==> src/rtl/regfile_mp.sv <==
// Parametrised multi-read-port register file with a power-on clear sequencer.
// Define REGFILE_SCOREBOARD_EN to add per-entry busy bits (alloc/writeback scoreboard).
module regfile_mp #(
  parameter int DATAW    = 32,
  parameter int ADDRW    = 6,
  parameter int NREAD    = 2,
  parameter int ZERO_REG = 1
) (
  input  logic                   clk,
  input  logic                   rstn,
  input  logic                   we,
  input  logic [ADDRW-1:0]       wa,
  input  logic [DATAW-1:0]       wd,
  input  logic                   re,
  input  logic [NREAD*ADDRW-1:0] ra,
  output logic [NREAD*DATAW-1:0] rd,
  output logic                   ready
`ifdef REGFILE_SCOREBOARD_EN
  ,
  input  logic                   alloc_en,
  input  logic [ADDRW-1:0]       alloc_addr,
  output logic [NREAD-1:0]       rbusy
`endif
);

  localparam int DEPTH = 1 << ADDRW;

  if (NREAD < 1 || NREAD > 4) begin : g_bad_nread
    $error("regfile_mp: NREAD must be in the range 1..4");
  end

  typedef enum logic {
    ST_CLEAR,
    ST_READY
  } state_e;

  state_e                 state_q;
  logic [ADDRW-1:0]       cnt_q;
  logic                   ready_q;
  logic [DATAW-1:0]       mem_q [DEPTH];
  logic [NREAD*DATAW-1:0] rd_q;
  logic [NREAD*DATAW-1:0] rd_d;
  logic                   wrDrop;
  logic                   wrOk;

  assign wrDrop = (ZERO_REG != 0) && (wa == '0);
  assign wrOk   = (state_q == ST_READY) && we && !wrDrop;

  always_ff @(posedge clk or negedge rstn) begin
    if (!rstn) begin
      state_q <= ST_CLEAR;
      cnt_q   <= '0;
      ready_q <= 1'b0;
    end else begin
      case (state_q)
        ST_CLEAR: begin
          cnt_q <= cnt_q + ADDRW'(1);
          if (cnt_q == '1) begin
            state_q <= ST_READY;
            ready_q <= 1'b1;
          end
        end
        default: begin
          state_q <= ST_READY;
        end
      endcase
    end
  end

  // Storage has no reset; the clear sequencer zeroes one entry per edge instead.
  always_ff @(posedge clk) begin
    if (rstn && (state_q == ST_CLEAR)) begin
      mem_q[cnt_q] <= '0;
    end else if (wrOk) begin
      mem_q[wa] <= wd;
    end
  end

`ifdef REGFILE_SCOREBOARD_EN
  logic [DEPTH-1:0] busy_q;
  logic [DEPTH-1:0] busy_d;
  logic [NREAD-1:0] rbusy_q;
  logic [NREAD-1:0] rbusy_d;

  // Alloc is applied after the write-clear so that a same-edge alloc wins.
  always_comb begin
    busy_d = busy_q;
    if (state_q != ST_READY) begin
      busy_d = '0;
    end else begin
      if (wrOk) busy_d[wa] = 1'b0;
      if (alloc_en) busy_d[alloc_addr] = 1'b1;
      if (ZERO_REG != 0) busy_d[0] = 1'b0;
    end
  end
`endif

  for (genvar i = 0; i < NREAD; i++) begin : g_port
    logic [ADDRW-1:0] addr;
    logic [DATAW-1:0] val;

    assign addr = ra[i*ADDRW +: ADDRW];

    always_comb begin
      val = mem_q[addr];
      if (wrOk && (wa == addr)) val = wd;
      if ((ZERO_REG != 0) && (addr == '0)) val = '0;
    end

    assign rd_d[i*DATAW +: DATAW] = val;
`ifdef REGFILE_SCOREBOARD_EN
    assign rbusy_d[i] = busy_d[addr];
`endif
  end

  always_ff @(posedge clk or negedge rstn) begin
    if (!rstn) begin
      rd_q <= '0;
    end else if (state_q == ST_CLEAR) begin
      rd_q <= '0;
    end else if (re) begin
      rd_q <= rd_d;
    end
  end

`ifdef REGFILE_SCOREBOARD_EN
  always_ff @(posedge clk or negedge rstn) begin
    if (!rstn) begin
      busy_q  <= '0;
      rbusy_q <= '0;
    end else begin
      busy_q <= busy_d;
      if (state_q == ST_CLEAR) begin
        rbusy_q <= '0;
      end else if (re) begin
        rbusy_q <= rbusy_d;
      end
    end
  end

  assign rbusy = rbusy_q;
`endif

  assign rd    = rd_q;
  assign ready = ready_q;

endmodule

==> config.mk <==
export PLATFORM = sky130hd
export DESIGN_NAME = regfile_mp
export DESIGN_NICKNAME = d
export VERILOG_FILES = /design/src/rtl/regfile_mp.sv
export SDC_FILE = /design/constraint.sdc
export NUM_CORES = 2
export LEC_CHECK = 0
export BUFFER_PORTS_ARGS = -buffer_cell sky130_fd_sc_hd__buf_2
export CORE_MARGIN = 2
export CORE_UTILIZATION = 35
export CTS_BUF_LIST = sky130_fd_sc_hd__clkbuf_2
export CTS_CLUSTER_DIAMETER = 120
export DETAILED_ROUTE_END_ITERATION = 7
export PLACE_DENSITY = 0.5
export SLEW_MARGIN = 15
export SYNTH_ARGS = -nofsm -noshare
export SYNTH_HDL_FRONTEND = slang
export SYNTH_SLANG_ARGS = --single-unit
==> constraint.sdc <==
create_clock -name clk -period 12.2 [get_ports clk]
set_input_delay 1.22 -clock clk [delete_from_list [all_inputs] [get_ports clk]]
set_output_delay 1.22 -clock clk [all_outputs]
set_load 0.03 [all_outputs]
==> metrics.yaml <==
global_route:
  grt_pass1_wl_um: 501000
  grt_pass1_vias: 61720
  grt.overflow.total: 0
  antenna_found_initial: 28
  grtUsageTotal_pct: 25.1
  grt_max_degree: 121
sta:
  fin_setup_tns_ns: 0
  finalHoldViolations: 0
  layout_setup_ws_ns: 7.10
  fmax_ghz: 0.196
  fin_crit_sh_pct: 41.8
  grt_setup_unrepaired: "no"
  slew_headroom_pct: 16.9
  fin_crit_ns: 5.10
  slew_viol_final: 0
  tightest_slew_ns: 1.25
  skew_ns: 0.159
  setup_viol: 0
  whs_ns: 0.183
clock_network:
  cts_max_level: 6
  cts_tree: "built"
  cts_hold_buf: 39
  postCtsSetupBuffers: 0
  cts.repair.resized: 0
  clkLatencyLatePin_ns: 1.83
  numCtsBuffers: 573
  root_buffer: "clkbuf_2"
  cts.sinks: 2120
  clkTransAtPathRegs_ns: 0.10
  cts.path.max_buffers: 4
route:
  wl_per_cell_um: 36.7
  dr.pass1.iters: 5
  antenna_left: 0
  wl_um: 362000
  drt-initial-drc-count: 7237
  vias: 60297
  drc: 0
  via_per_inst: 6.11
setup_path:
  path_class: "flip-flop to flip-flop"
  arrival_ns: 6.42
  cp.required_ns: 13.52
  endpoint_kind: "flip-flop"
  crit_fanout: 33
  crit_path_start_kind: "flip-flop"
flow_run:
  cap_viol_max_count: 0
power:
  irDropWorstVdd_mv: 0.0565
  p_total_mw: 13.9
  power_frac_clock_pct: 37.6
  p_sw_share_pct: 26.3
  switching_power_mw: 3.65
  p_int_mw: 10.2
  p_seq_share_pct: 56.5
  power_density_mw_per_mm2: 127
  power_frac_comb_pct: 5.9
  power.leakage_nw: 30.7
floorplanning:
  rows: 194
  core_area_mm2: 0.280
  die_x_um: 535
  die-height_um: 535
  start_util_pct: 35.2
  io_pins: 119
  die_area_mm2: 0.286
place:
  io_buffers: 118
  place_congestion: 0.852
  dpl_cell_area_mm2: 0.104
  dp.cells: 8814
  place_worst_setup_slack_ns: 6.29
  hpwlAfterDp_um: 204000
final_layout:
  mostFrequentLayoutCell: "edfxtp_1"
  fin_area_mm2: 0.110
  final_core_util_pct: 39.2
  fin_cells: 9864
  layout.nets: 5759
  drive_gt1_share_pct: 37.5
  layout_common_cells: "edfxtp_1 (2,048), mux4_2 (935), clkbuf_2 (819)"
  synthToLayoutAreaGrowth_pct: 11.4
synth:
  syn-cell-area_mm2: 0.0985
  ys_types: 57
  synth_flop_cell: "edfxtp_1"
  ys_ff_latch: 2120
  synth_edf_count: 2048
  ys_async_sr_fraction_pct: 3.40
  ys_warn_count: 0
  ys_seq_area_share_pct: 64.3
  syn_nets: 5286
  syn_inst: 5231
  avgSynthCellArea_um2: 18.8
run_status:
  status: "finished, final reports clean"
min_path:
  hp-class: "input pin to flip-flop"
## cell usage after synthesis (21+ instances only)
library cell | instances | area (um2)
mux2_2 | 73 | 822
a22oi_1 | 253 | 1900
dfrtp_1 | 72 | 1800
clkbuf_1 | 220 | 826
mux4_2 | 935 | 21100
nor2b_1 | 80 | 500
o21ai_0 | 91 | 455
nor3_1 | 25 | 125
o211ai_1 | 32 | 240
a211oi_1 | 66 | 495
nand2_1 | 124 | 465
mux2i_1 | 341 | 3410
buf_2 | 121 | 606
a32oi_1 | 32 | 280
nand3_1 | 53 | 265
a21o_1 | 21 | 158
a21boi_0 | 33 | 248
a21oi_1 | 215 | 1080
o22ai_1 | 37 | 231
buf_1 | 53 | 199
nor2_1 | 128 | 480
and2_1 | 39 | 244
edfxtp_1 | 2048 | 61500
## worst paths after layout
path,from,to,slack [ns],cells after the start
worst max-delay path,state_q,mem_q[31][12],7.10,8
worst min-delay path,ra[10],rd[63],0.18,4
worst max register to register,state_q,mem_q[31][12],7.10,8
worst min register to register,rd[41],rd[41],0.54,2
max in group asynchronous,rstn,rd[14],10.30,4
min in group asynchronous,rstn,rd[29],0.50,3
## worst max-delay path, stage by stage (launching register included)
cell     delay (ns)
dfrtp_1        0.59
nand2_1        0.23
a31oi_4        0.67
buf_4          0.59
nand3_1        0.14
o21ai_0        0.20
nand2_1        0.55
nor2_4         1.07
buf_4          0.56
## flip-flops by register name, summed over array words and instances (netlist names)
signal / cells
mem_q: 2048
rd: 64
cnt_q: 6
ready: 1
state_q: 1
## cell families after synthesis
logic type | count (synthesis) | synth area share (%)
buffers and inverters | 428 | 1.92
flip-flops | 2120 | 64.3
multiplexers | 1349 | 25.7
AND/OR/NAND/NOR | 479 | 2.32
XOR/XNOR | 17 | 0.151
AO/OA/AOI/OAI | 837 | 5.67
adder cells (fa/ha/maj) | 1 | 0.0127
## cell type report
cell class / instances / area, um2
Tap cell: 3724 / 4660
Timing Repair Buffer: 321 / 2460
Clock buffer: 819 / 4100
Inverter: 5 / 18.8
Clock inverter: 179 / 1140
Antenna cell: 13 / 32.5
Multi-Input combinational cell: 2683 / 34000
Fill cell: 25720 / 170000
Sequential cell: 2120 / 63300
## routing by layer
| metal | track usage (%) | part of all wire, % |
|---|---|---|
| met1 | 33.5 | 40 |
| met2 | 39.8 | 47 |
| met3 | 5.21 | 8.2 |
| met4 | 10.6 | 4.4 |
| met5 | 0 | 0.012 |
## power by group through the flow
stage | logic, mW | clock network (mW) | registers, mW
6_report | 0.818 | 5.23 | 7.85
5_1_grt | 0.854 | 5.71 | 7.85
4_1_cts | 0.819 | 5.35 | 7.85
3_5_place_dp | 0.807 | 0 | 8.01
3_3_place_gp | 0.807 | 0 | 8.01
2_1_floorplan | 0.512 | 0 | 8.01
(Power assumes the default switching activity.)
